<file path="src/rtl/led_switch_io_pkg.sv">
// Shared definitions for the IO-side responder: address map, IO data width,
// and the address decoder used by both this block and the CPU routing logic.
package led_switch_io_pkg;

  localparam int IO_W = 24;

  localparam logic [31:0] LED_ADDR  = 32'hFFFFFC60;
  localparam logic [31:0] SW_ADDR   = 32'hFFFFFC70;
  localparam logic [31:0] STAT_ADDR = 32'hFFFFFC74;

  typedef enum logic [1:0] {
    SEL_NONE = 2'd0,
    SEL_LED  = 2'd1,
    SEL_SW   = 2'd2,
    SEL_STAT = 2'd3
  } io_sel_e;

  // Full 32-bit compare; the low two address bits must match exactly.
  function automatic io_sel_e decode_addr(input logic [31:0] addr);
    io_sel_e sel;
    sel = SEL_NONE;
    if (addr == LED_ADDR) begin
      sel = SEL_LED;
    end else if (addr == SW_ADDR) begin
      sel = SEL_SW;
    end else if (addr == STAT_ADDR) begin
      sel = SEL_STAT;
    end
    return sel;
  endfunction

endpackage

</file>
<file path="src/rtl/led_switch_io_switch_debouncer.sv">
// Switch debouncer: 2-flop synchronizer, sample prescaler and a per-bit
// sample history. A bit accepts a new value only when every stored sample
// for that bit agrees. Emits the debounced vector and a one-cycle pulse that
// is high in the cycle whose closing edge changes the debounced value.
module led_switch_io_switch_debouncer #(
  parameter int WIDTH       = 24,
  parameter int DEB_TICK    = 100000,
  parameter int DEB_SAMPLES = 3
) (
  input  logic             clock,
  input  logic             reset,
  input  logic [WIDTH-1:0] raw_in,
  output logic [WIDTH-1:0] deb_out,
  output logic             change_pulse
);

  localparam int CNT_W = (DEB_TICK > 1) ? $clog2(DEB_TICK) : 1;
  localparam logic [CNT_W-1:0] CNT_LAST = CNT_W'(DEB_TICK - 1);

  logic [WIDTH-1:0] sync1_q, sync1_d;
  logic [WIDTH-1:0] sync2_q, sync2_d;
  logic [CNT_W-1:0] presc_q, presc_d;
  logic             tick;
  logic [DEB_SAMPLES-1:0][WIDTH-1:0] hist_q, hist_d;
  logic [WIDTH-1:0][DEB_SAMPLES-1:0] col;
  logic [WIDTH-1:0] agree;
  logic [WIDTH-1:0] deb_q, deb_d;

  // Synchronizer chain, prescaler wrap and history shift on each sample tick.
  always_comb begin
    sync1_d = raw_in;
    sync2_d = sync1_q;
    tick    = (presc_q == CNT_LAST);
    presc_d = tick ? '0 : presc_q + CNT_W'(1);
    hist_d  = hist_q;
    if (tick) begin
      hist_d = {hist_q[DEB_SAMPLES-2:0], sync2_q};
    end
  end

  // Per-bit agreement across the updated history (entry 0 is the newest).
  genvar gi, gs;
  generate
    for (gi = 0; gi < WIDTH; gi++) begin : g_bit
      for (gs = 0; gs < DEB_SAMPLES; gs++) begin : g_smp
        assign col[gi][gs] = hist_d[gs][gi];
      end
      assign agree[gi] = (&col[gi]) | ~(|col[gi]);
    end
  endgenerate

  // Debounced value: agreeing bits take the new sample, others hold.
  always_comb begin
    deb_d = deb_q;
    if (tick) begin
      deb_d = (deb_q & ~agree) | (hist_d[0] & agree);
    end
  end

  // State registers; reset discards history and restarts the prescaler.
  always_ff @(posedge clock or posedge reset) begin
    if (reset) begin
      sync1_q <= '0;
      sync2_q <= '0;
      presc_q <= '0;
      hist_q  <= '0;
      deb_q   <= '0;
    end else begin
      sync1_q <= sync1_d;
      sync2_q <= sync2_d;
      presc_q <= presc_d;
      hist_q  <= hist_d;
      deb_q   <= deb_d;
    end
  end

  assign deb_out      = deb_q;
  assign change_pulse = (deb_d != deb_q);

endmodule

</file>
<file path="src/rtl/led_switch_io.sv">
// IO responder: LED register (R/W), debounced switches (RO) and a sticky
// switch-change flag (RO, clear-on-read). Reads are a zero-latency mux over
// registered state; every access completes in one cycle.
module led_switch_io
  import led_switch_io_pkg::*;
#(
  parameter int DEB_TICK    = 100000,
  parameter int DEB_SAMPLES = 3
) (
  input  logic            clock,
  input  logic            reset,
  input  logic            ioRead,
  input  logic            ioWrite,
  input  logic [31:0]     addr_in,
  input  logic [31:0]     wdata_in,
  input  logic [IO_W-1:0] switch_in,
  output logic [IO_W-1:0] led_out,
  output logic [IO_W-1:0] io_rdata
);

  io_sel_e         sel;
  logic [IO_W-1:0] led_q, led_d;
  logic [IO_W-1:0] deb_sw;
  logic            deb_change;
  logic            changed_q, changed_d;
  logic            unused_wdata;

  assign sel          = decode_addr(addr_in);
  assign unused_wdata = ^wdata_in[31:IO_W];

  led_switch_io_switch_debouncer #(
    .WIDTH      (IO_W),
    .DEB_TICK   (DEB_TICK),
    .DEB_SAMPLES(DEB_SAMPLES)
  ) u_debouncer (
    .clock       (clock),
    .reset       (reset),
    .raw_in      (switch_in),
    .deb_out     (deb_sw),
    .change_pulse(deb_change)
  );

  // LED write and status flag update; a coincident change beats the clear.
  always_comb begin
    led_d     = led_q;
    changed_d = changed_q;
    if (ioWrite && (sel == SEL_LED)) begin
      led_d = wdata_in[IO_W-1:0];
    end
    if (ioRead && (sel == SEL_STAT)) begin
      changed_d = 1'b0;
    end
    if (deb_change) begin
      changed_d = 1'b1;
    end
  end

  // LED register and sticky change flag.
  always_ff @(posedge clock or posedge reset) begin
    if (reset) begin
      led_q     <= '0;
      changed_q <= 1'b0;
    end else begin
      led_q     <= led_d;
      changed_q <= changed_d;
    end
  end

  // Read mux: pre-edge register values, zero when idle or unmapped.
  always_comb begin
    io_rdata = '0;
    if (ioRead) begin
      unique case (sel)
        SEL_LED:  io_rdata = led_q;
        SEL_SW:   io_rdata = deb_sw;
        SEL_STAT: io_rdata = {{(IO_W-1){1'b0}}, changed_q};
        default:  io_rdata = '0;
      endcase
    end
  end

  assign led_out = led_q;

endmodule
</file>
<file path="config.mk">
export PLATFORM = sky130hd
export DESIGN_NAME = led_switch_io
export DESIGN_NICKNAME = d
export VERILOG_FILES = /design/src/rtl/led_switch_io_pkg.sv /design/src/rtl/led_switch_io_switch_debouncer.sv /design/src/rtl/led_switch_io.sv
export SDC_FILE = /design/constraint.sdc
export NUM_CORES = 1
export LEC_CHECK = 0
export BUFFER_PORTS_ARGS = -buffer_cell sky130_fd_sc_hd__buf_2
export CAP_MARGIN = 25
export CORE_AREA = 3 3 117 119
export DETAILED_ROUTE_END_ITERATION = 7
export DIE_AREA = 0 0 120 122
export PLACE_DENSITY = 0.86
export SYNTH_ARGS = -nofsm -noshare
export SYNTH_HDL_FRONTEND = slang
export SYNTH_SLANG_ARGS = --single-unit
</file>
<file path="constraint.sdc">
create_clock -name clock -period 12.1 [get_ports clock]
set_input_delay 0.605 -clock clock [delete_from_list [all_inputs] [get_ports clock]]
set_output_delay 0.605 -clock clock [all_outputs]
set_load 0.02 [all_outputs]
</file>
==> run metrics, run 1 <==
Top FF cell, synth=dfrtp_1; CTS tree=done; crit-path max cell delay=570 ps; relative slew slack=42.9%; drt initial violations=497; Arr. time, crit path=2820 ps; # IOs=140; fraction of met3 tracks used by global routing=4.92%; PD cells=134 mW/mm2; R2R setup slack=9180 ps; Nets=842; Worst-Skew Late Latency=410 ps; CP max FO=23; Tightest Pin Transition=856 ps; buffers added on ports=131; Min-Delay Path Class=input port to register; Congestion Overflow GR=0; Hold WS=294 ps; Hold Fails Final Rpt=0; Routed WL per cell=17.3 um; Post-Synthesis Cells=625; Final setup viols=0; met2 usage=38.1%; Startpoint Class=input port; initial antenna violation count=0; Data required, critical path=11490 ps; Buf/Inv on CP=2; #FFs+latches synth=162; DRT Pass-1 Iters=6; area leader, netlist=dfrtp_1; sequential area share after synthesis=59.1%; root buf cell=clkbuf_16; Antenna Nets Post-Route=0; Setup TNS=0 ps; Top delay family on crit path=simple AND/OR/NAND/NOR gates; mux contribution to synthesized area=7.44%; ant diodes=0; fin crit period=3430 ps; most frequent CP cell=buf_2; first-pass GRT wire length=26000 um; Die Height=122 um; area of the core=0.0127 mm2; count leader, synth=dfrtp_1; row count=41; Post-Synth Adder-Cell Area=0.182%; Post-synth EDFFs=0; Post-Synthesis Cell Area=0.00686 mm2; hold buffer count at cts=0; hpwl dp=11200 um; Chip Width=120 um; syn_nets=718; maximum root-to-sink buffer count=2; area of the die=0.0146 mm2; outcome=finished clean; Final Cycle Share=28.3%; CP Capture Type=output port; GRT Total Usage=22.6%; gp weighted congestion=0.814; grt met1 use=27.7%; cts bufs inserted=17; post-CTS setup buffers=0; crit-path cells=buf_2, or4b_1, nor4_2, nand4_1, or2_1, nor2_1, buf_2; RSZ-0062 raised after global routing=false; number of global-route vias before repair=5312; largest family of logic cells by synthesized area=simple AND/OR/NAND/NOR gates; detailed-route vias per instance=5.78; Remaining DRCs=0; Layout Skew=8.47 ps; XOR/XNOR Fraction of Synth Area=1.79%; max_cap viols=0; DRT Wirelength=16200 um; CTS H-tree depth=4; largest net degree at the start of global routing=87; vias=5391; post-CTS sizing=0; Starting Density=54.1%; Pleak=0.00406 uW; Peak VDD IR=73.5 uV; fmax=292 MHz; post-synth top area share=59.1%; Area Overhead vs Synth=19.9%; asr flop ratio synth=100%; max-slew violation count=0; Synth Area in Simple Gates=19.1%; complex-gate fraction of the synthesized area=8.83%; Synth Warn #=0; Avg Cell Area, Syn=11.0 um2; Synth top cells by count=162 x dfrtp_1, 103 x nand2_1, 43 x o21ai_0, 37 x nor2_1, 27 x inv_1; layout cells sized above 1=25.9%; synth top area cells=dfrtp_1 59%, nand2_1 5.6%, mux2_2 3.9%; WS Path Type=input port to output port; GRT Max-Usage Layer=met2; post-synthesis cell type count=41; clk slew on worst S/H paths=60 ps; critical path's slowest cell=or2_1; Clock Sinks=162
## registers in the layout (all words and copies together), names as in the netlist
name	cells
u_debouncer.deb_out	24
led_out	24
u_debouncer.sync2_q	24
u_debouncer.hist_q	48
u_debouncer.presc_q	17
u_debouncer.sync1_q	24
changed_q	1
## cell families (layout without fill, tap and decap cells)
group	Yosys count	in the layout
adder cells (fa/ha/maj)	1	1
AO/OA/AOI/OAI	102	102
XOR/XNOR	14	14
buffers and inverters	57	193
multiplexers	48	48
flip-flops	162	162
AND/OR/NAND/NOR	241	241
## per-stage QoR
step                      cells  total power (uW)  area (um2)  worst slack (ps)  utilization (%)
after detailed placement    901               597        7620              8690             60.1
after floorplan             625               577        6860              7120                -
after CTS                   932              1110        8200              8690             64.7
final                       933              1100        8220              8670             64.9
after global routing        933              1140        8220              8500             64.9
after global placement      901               595        7620              8760             60.1
## layout by cell type, fill, tap and decap left out, types with 5 or more instances in the layout
master and count:
dfrtp_1 162, buf_2 131, nand2_1 103, o21ai_0 43, nor2_1 37, inv_1 26
o31ai_1 24, mux2i_1 24, mux2_2 24, a31oi_1 22, nor4b_1 22, nand4b_1 18
clkbuf_16 17, nand4_1 14, xnor2_1 9, nor4_1 8, o21ai_1 8, and4b_1 7
nand3_1 5, xor2_1 5
## layout make-up
class	count	area (um2)
Sequential cell	162	4050
Timing Repair Buffer	135	706
Clock buffer	20	447
Inverter	27	106
Fill cell	897	4450
Tap cell	172	215
Clock inverter	11	130
Multi-Input combinational cell	406	2560
## layer usage
metal  part of all wire (%)  up-vias
li1                       -     2476
met1                     40     2633
met2                     50      254
met3                    7.6       28
met4                    2.9        0
met5                      0        -
## report_power, final
part	internal, uW	switching (uW)	leakage [uW]
combinational	13.4	19.5	0.00165
clock	310	206	0.000281
sequential	550	5.69	0.00213
total	873	231	0.00406
## final timing paths
| path | cells past startpoint | startpoint | to |
|---|---|---|---|
| min reg2reg | 0 | u_debouncer.sync1_q[18]$_DFF_PP0_ | u_debouncer.sync2_q[18]$_DFF_PP0_ |
| max | 7 | addr_in[0] | io_rdata[12] |
| min | 1 | switch_in[10] | u_debouncer.sync1_q[10]$_DFF_PP0_ |
| min in group asynchronous | 2 | reset | led_out[18]$_DFFE_PP0P_ |
| max in group asynchronous | 4 | reset | u_debouncer.deb_out[1]$_DFF_PP0_ |
| max reg2reg | 5 | u_debouncer.presc_q[5]$_DFF_PP0_ | u_debouncer.deb_out[12]$_DFF_PP0_ |
(Power assumes the default switching activity.)
==> run 2, diff against run 1 <==
--- a/config.mk
+++ b/config.mk
@@ -5,12 +5,13 @@
 export SDC_FILE = /design/constraint.sdc
 export NUM_CORES = 1
 export LEC_CHECK = 0
+export ABC_AREA = 1
 export BUFFER_PORTS_ARGS = -buffer_cell sky130_fd_sc_hd__buf_2
 export CAP_MARGIN = 25
-export CORE_AREA = 3 3 117 119
+export CORE_AREA = 3 3 129 131
 export DETAILED_ROUTE_END_ITERATION = 7
-export DIE_AREA = 0 0 120 122
-export PLACE_DENSITY = 0.86
+export DIE_AREA = 0 0 132 134
+export PLACE_DENSITY = 0.84
 export SYNTH_ARGS = -nofsm -noshare
 export SYNTH_HDL_FRONTEND = slang
 export SYNTH_SLANG_ARGS = --single-unit
==> constraint.sdc (replaced) <==
create_clock -name clock -period 3.35 [get_ports clock]
set_input_delay 0.1675 -clock clock [delete_from_list [all_inputs] [get_ports clock]]
set_output_delay 0.1675 -clock clock [all_outputs]
set_load 0.02 [all_outputs]
==> run 2 against run 1 <==
Effect of this change: synthesized area rose by 23%; global-route usage rose by 1.0 points; clock skew rose by 0.52 ps; highest routed layer unchanged; total power rose to 4.0 times the previous value; synthesized cell count rose by 52%.
==> run metrics, run 2 <==
post-synth top area share=55.3% (was 59.1%); DP Worst Slack=588 ps (was 8690 ps); Biggest register=u_debouncer.hist_q (unchanged); Final setup viols=0 (unchanged); Worst-Skew Late Latency=430 ps (was 410 ps); first-pass GRT wire length=33800 um (was 26000 um); reg-to-reg startpoint=u_debouncer.presc_q[0]$_DFF_PP0_ (was u_debouncer.presc_q[5]$_DFF_PP0_); post-route cell area=0.0104 mm2 (was 0.00822 mm2); max-slew violation count=0 (unchanged); Chip Width=132 um (was 120 um); sequential area share after synthesis=55.3% (was 59.1%); Hold Fails Final Rpt=0 (unchanged); CTS H-tree depth=4 (unchanged); detailed-route vias per instance=5.32 (was 5.78); root buf cell=clkbuf_16 (unchanged); gp weighted congestion=0.861 (was 0.814); Peak VDD IR=335 uV (was 73.5 uV); Synth Warn #=0 (unchanged); commonest non-fill, non-tap cell in the layout=dfrtp_1 (unchanged); # IOs=140 (unchanged); fin crit period=2840 ps; area of the die=0.0177 mm2 (was 0.0146 mm2); number of global-route vias before repair=7014 (was 5312); max_cap viols=0 (unchanged); commonest non-fill, non-tap cells in the layout=186 x dfrtp_1, 163 x nand2_1, 154 x inv_1 (was 162 x dfrtp_1, 131 x buf_2, 103 x nand2_1); fillers=1172 (was 897); post-synthesis cell type count=39 (was 41); Final Cycle Share=84.6%; DRT Pass-1 Iters=5 (was 6); Clock Sinks=186 (was 162); Post-synth EDFFs=0 (unchanged); Layout Skew=8.99 ps (was 8.47 ps); Post-Synthesis Cells=950 (was 625); R2R setup slack=510 ps (was 9180 ps); drt initial violations=518 (was 497); Arr. time, crit path=3150 ps (was 2820 ps); Starting Density=53.6% (was 54.1%); Min-Delay Path Class=input port to asynchronous set/reset pin (was input port to register); syn_nets=1043 (was 718); Pleak=0.00555 uW (was 0.00406 uW); layout cells sized above 1=19.8% (was 25.9%); synth top area cells=dfrtp_1 55%, nand2_1 7.3%, inv_1 6.9% (was dfrtp_1 59%, nand2_1 5.6%, mux2_2 3.9%); PD cells=424 mW/mm2 (was 134 mW/mm2); Top FF cell, synth=dfrtp_1 (unchanged); PnR worst setup slack=515 ps (was 8670 ps); Setup TNS=0 ps (unchanged); maximum root-to-sink buffer count=2 (unchanged); Nets=1220 (was 842); CP Capture Type=register (was output port); GRT Total Usage=23.6% (was 22.6%); cts bufs inserted=17 (unchanged); largest net degree at the start of global routing=102 (was 87); Synth top cells by count=186 x dfrtp_1, 163 x nand2_1, 155 x inv_1, 90 x a21oi_1, 73 x nor2_1 (was 162 x dfrtp_1, 103 x nand2_1, 43 x o21ai_0, 37 x nor2_1, 27 x inv_1); CP max FO=38 (was 23); vias=7207 (was 5391); Antenna Nets Post-Route=0 (unchanged); #FFs+latches synth=186 (was 162); Data required, critical path=3660 ps (was 11490 ps); relative slew slack=38.5% (was 42.9%); asr flop ratio synth=100% (unchanged); Largest register FFs=72 (was 48); CTS tree=done (unchanged); Avg Cell Area, Syn=8.86 um2 (was 11.0 um2); Reg-to-Reg End=changed_q$_DFFE_PP0P_ (was u_debouncer.deb_out[12]$_DFF_PP0_); Startpoint Class=register (was input port); placed cell area=0.00928 mm2 (was 0.00762 mm2); buffers added on ports=131 (unchanged); area of the core=0.0157 mm2 (was 0.0127 mm2); clk slew on worst S/H paths=70 ps (was 60 ps); ant diodes=0 (unchanged); RSZ-0062 raised after global routing=false (unchanged); outcome=finished clean (unchanged); fmax=353 MHz; Worst Setup EP=changed_q$_DFFE_PP0P_ (was io_rdata[12]); critical path launch point=u_debouncer.presc_q[0]$_DFF_PP0_ (was addr_in[0]); Area Overhead vs Synth=22.9% (was 19.9%); Congestion Overflow GR=0 (unchanged); Post-Synthesis Cell Area=0.00842 mm2 (was 0.00686 mm2); row count=46 (was 41); post-CTS sizing=0 (unchanged); hpwl dp=13100 um (was 11200 um); Routed WL per cell=15.2 um (was 17.3 um); Remaining DRCs=0 (unchanged); Die Height=134 um (was 122 um); Worst Reg-to-Reg Cells=13 (was 5); DRT Wirelength=20600 um (was 16200 um); count leader, synth=dfrtp_1 (unchanged); Tightest Pin Transition=922 ps (was 856 ps); WS Path Type=register to register (was input port to output port); initial antenna violation count=0 (unchanged); area leader, netlist=dfrtp_1 (unchanged)
[run 2: cell types whose count changed in the layout (fill, tap and decap cells not counted), sizes merged, moves of 24 or more]
cell	change
inv	+130
nand3	+48
mux2i	-24
a21oi	+87
nor3	+33
dlygate4sd3	+49
nand2	+61
nor2	+38
dfrtp	+24
nand4	+42
[run 2: how the worst min path moves through the flow]
stage                  start                                end  slack (ps)  depth (start not counted)
2_1_floorplan   switch_in[0]   u_debouncer.sync1_q[0]$_DFF_PP0_         200                          0
4_1_cts               ioRead              changed_q$_DFFE_PP0P_         340                          8
3_5_place_dp   switch_in[18]  u_debouncer.sync1_q[18]$_DFF_PP0_         280                          1
5_1_grt                reset  u_debouncer.sync1_q[17]$_DFF_PP0_         200                          3
6_report               reset  u_debouncer.sync1_q[17]$_DFF_PP0_         180                          3
3_3_place_gp   switch_in[11]  u_debouncer.sync1_q[11]$_DFF_PP0_         280                          1
[run 2: what timing repair did]
item	4_1_cts	5_1_grt
setup buffers	0	0
hold buffers	49	0
endpoints found under the hold margin	90	0
[run 2: cell families after synthesis]
logic type / Yosys count / synth area share [%]
AO/OA/AOI/OAI: 136 / 8.77
XOR/XNOR: 3 / 0.312
adder cells (fa/ha/maj): 1 / 0.149
buffers and inverters: 195 / 9.58
flip-flops: 186 / 55.3
multiplexers: 24 / 3.21
AND/OR/NAND/NOR: 405 / 22.7
[run 2: metrics by stage]
step	instances	hold slack, ps	util (%)	total power [uW]
after global routing	1355	199	65.9	4520
after floorplan	950	199	-	2370
after global placement	1274	275	59.0	2440
after detailed placement	1274	277	59.0	2450
final	1355	177	65.9	4390
after CTS	1354	340	65.8	4400
[run 2: worst max-delay path: stages, from the launching register on]
cell and delay, ps:
dfrtp_1 410, ha_1 250, nand3_2 130, inv_2 240, nand3_4 310, buf_4 450, buf_4 310, nor3_1 80
nand3b_1 90, nand2_1 60, nor2_1 130, nand2_1 60, nor2_1 100, nand3_1 80
[run 2: where the power goes]
part	switching [uW]	internal (uW)	total, uW	leakage [uW]
registers	17.7	2280	2290	0.00247
clock network	821	1110	1930	0.000284
logic	77.6	83.7	161	0.00280
[run 2: routing by layer]
| metal | up-vias | wire (um) | GRT usage (%) |
|---|---|---|---|
| li1 | 3453 | - | - |
| met1 | 3472 | 8430 | 29.7 |
| met2 | 235 | 10500 | 40.1 |
| met3 | 47 | 1140 | 4.88 |
| met4 | 0 | 571 | 9.92 |
| met5 | - | 0 | 0 |
[run 2: area by class of cell]
type | instances | area, um2 | area share [%]
clock inverter | 8 | 67.6 | 0.653
sequential | 186 | 4650 | 45.0
inverter | 161 | 608 | 5.87
tap | 216 | 270 | 2.61
timing repair buffer | 192 | 1290 | 12.4
multi-input combinational | 569 | 2970 | 28.7
clock buffer | 23 | 498 | 4.81
==> run 3, diff against run 2 <==
--- a/config.mk
+++ b/config.mk
@@ -8,10 +8,10 @@
 export ABC_AREA = 1
 export BUFFER_PORTS_ARGS = -buffer_cell sky130_fd_sc_hd__buf_2
 export CAP_MARGIN = 25
-export CORE_AREA = 3 3 129 131
+export CORE_AREA = 3 3 133 135
 export DETAILED_ROUTE_END_ITERATION = 7
-export DIE_AREA = 0 0 132 134
-export PLACE_DENSITY = 0.84
+export DIE_AREA = 0 0 136 138
+export PLACE_DENSITY = 0.83
 export SYNTH_ARGS = -nofsm -noshare
 export SYNTH_HDL_FRONTEND = slang
 export SYNTH_SLANG_ARGS = --single-unit
==> constraint.sdc (replaced) <==
create_clock -name clock -period 2.6 [get_ports clock]
set_input_delay 0.13 -clock clock [delete_from_list [all_inputs] [get_ports clock]]
set_output_delay 0.13 -clock clock [all_outputs]
set_load 0.02 [all_outputs]
==> run 3 against run 2 <==
Effect of this change: sequential power increased by 29%; wire length increased by 3.9%; clock skew decreased by 0.77 ps; die area increased by 6.1%; non-clock buffer count increased by 11.
==> run metrics, run 3 (same netlist as run 2, synthesis figures left out) <==
outcome=finished clean (unchanged); Area Overhead vs Synth=25.4% (was 22.9%); Routed WL per cell=15.7 um (was 15.2 um); detailed-route vias per instance=5.41 (was 5.32); Pwr Total=5970 uW (was 4390 uW); Data required, critical path=2920 ps (was 3660 ps); number of global-route vias before repair=7502 (was 7014); commonest non-fill, non-tap cell in the layout=dfrtp_1 (unchanged); initial antenna violation count=0 (unchanged); layout cells sized above 1=20.9% (was 19.8%); HP Start=ioRead; # IOs=140 (unchanged); ant diodes=0 (unchanged); vias=7414 (was 7207); Final Cycle Share=92.6% (was 84.6%); Largest register FFs=72 (unchanged); max_cap viols=0 (unchanged); Reg-to-Reg End=changed_q$_DFFE_PP0P_ (unchanged); max-slew violation count=0 (unchanged); area of the die=0.0188 mm2 (was 0.0177 mm2); gp weighted congestion=0.854 (was 0.861); Worst Reg-to-Reg Cells=14 (was 13); RSZ-0062 raised after global routing=false (unchanged); root buf cell=clkbuf_16 (unchanged); drt initial violations=650 (was 518); Biggest register=u_debouncer.hist_q (unchanged); row count=47 (was 46); Die Height=138 um (was 134 um); placed cell area=0.00942 mm2 (was 0.00928 mm2); cts bufs inserted=17 (unchanged); Hold Path End=changed_q$_DFFE_PP0P_; post-route cell area=0.0106 mm2 (was 0.0104 mm2); largest net degree at the start of global routing=43 (was 102); R2R setup slack=190 ps (was 510 ps); fillers=1290 (was 1172); area of the core=0.0166 mm2 (was 0.0157 mm2); hpwl dp=13800 um (was 13100 um); CTS tree=done (unchanged); Antenna Nets Post-Route=0 (unchanged); PD cells=565 mW/mm2 (was 424 mW/mm2); relative slew slack=44.6% (was 38.5%); Layout Skew=8.22 ps (was 8.99 ps); maximum root-to-sink buffer count=2 (unchanged); commonest non-fill, non-tap cells in the layout=186 x dfrtp_1, 163 x nand2_1, 153 x inv_1 (was 186 x dfrtp_1, 163 x nand2_1, 154 x inv_1); fin crit period=2410 ps (was 2840 ps); Starting Density=50.8% (was 53.6%); CP Capture Type=register (unchanged); Peak VDD IR=665 uV (was 335 uV); buffers added on ports=131 (unchanged); DP Worst Slack=239 ps (was 588 ps); Tightest Pin Transition=829 ps (was 922 ps); Setup TNS=0 ps (unchanged); final core occ=63.7% (was 65.9%); WS Path Type=register to register (unchanged); Pleak=0.00565 uW (was 0.00555 uW); reg-to-reg startpoint=u_debouncer.presc_q[0]$_DFF_PP0_ (unchanged); first-pass GRT wire length=35500 um (was 33800 um); CTS H-tree depth=4 (unchanged); Hold Fails Final Rpt=0 (unchanged); Startpoint Class=register (unchanged); Remaining DRCs=0 (unchanged); fmax=415 MHz (was 353 MHz); Congestion Overflow GR=0 (unchanged); DRT Pass-1 Iters=7 (was 5); GRT Total Usage=23.4% (was 23.6%); PnR worst setup slack=192 ps (was 515 ps); Worst-Skew Late Latency=430 ps (about the same); Arr. time, crit path=2720 ps (was 3150 ps); Nets=1231 (was 1220); Clock Sinks=186 (unchanged); Hold Path Cell Cnt=8; Chip Width=136 um (was 132 um); Final setup viols=0 (unchanged); CP max FO=22 (was 38); DRT Wirelength=21400 um (was 20600 um); Min-Delay Path Class=input port to register (was input port to asynchronous set/reset pin); post-CTS setup buffers=0 (unchanged); clk slew on worst S/H paths=70 ps (about the same)
-- run 3: layer usage --
layer | routed length [um] | track usage, % | vias to the layer above
li1 | - | - | 3466
met1 | 8300 | 28.2 | 3592
met2 | 11200 | 40.2 | 294
met3 | 1300 | 5.63 | 62
met4 | 614 | 9.07 | 0
met5 | 0 | 0 | -
-- run 3: report_power, final --
group,internal [uW],switching (uW)
Sequential,2930,23.9
Combinational,110,103
Clock,1710,1090
-- run 3: timing repair --
item	CTS	global route
gates resized for setup	0	2
endpoints found under the hold margin	77	0
endpoints found under the setup margin	0	1
hold buffers	49	0
-- run 3: layout make-up --
cell class | count | area, um2 | share of cell area (%)
multi-input combinational | 569 | 2970 | 28.1
timing repair buffer | 203 | 1410 | 13.3
clock inverter | 10 | 163 | 1.54
clock buffer | 21 | 480 | 4.55
tap | 220 | 275 | 2.61
sequential | 186 | 4650 | 44.1
inverter | 161 | 612 | 5.79
-- run 3: how the worst max path moves through the flow --
stage                                     start               endpoint  slack [ps]  cells past startpoint
4_1_cts        u_debouncer.presc_q[0]$_DFF_PP0_  changed_q$_DFFE_PP0P_         150                     14
6_report       u_debouncer.presc_q[0]$_DFF_PP0_  changed_q$_DFFE_PP0P_         190                     14
3_3_place_gp   u_debouncer.presc_q[0]$_DFF_PP0_  changed_q$_DFFE_PP0P_         370                     14
3_5_place_dp   u_debouncer.presc_q[0]$_DFF_PP0_  changed_q$_DFFE_PP0P_         240                     14
2_1_floorplan                             reset  changed_q$_DFFE_PP0P_          80                      1
5_1_grt        u_debouncer.presc_q[0]$_DFF_PP0_  changed_q$_DFFE_PP0P_          20                     13
-- run 3: stage by stage --
step / std cells / hold slack (ps)
after floorplan: 950 / 161
after global placement: 1290 / 238
after detailed placement: 1290 / 239
after CTS: 1370 / 278
after global routing: 1370 / 337
final: 1370 / 289
-- run 3: critical path, cell delays in order, from the launching register on --
cell	delay, ps
dfrtp_1	400
ha_1	230
nand3_2	140
inv_2	150
buf_4	210
nand3_4	120
buf_4	250
nand2_1	80
o21ai_0	140
nand3b_1	150
nand2_1	60
nor2_1	90
nand3_1	90
nor2_1	100
nand3_1	70
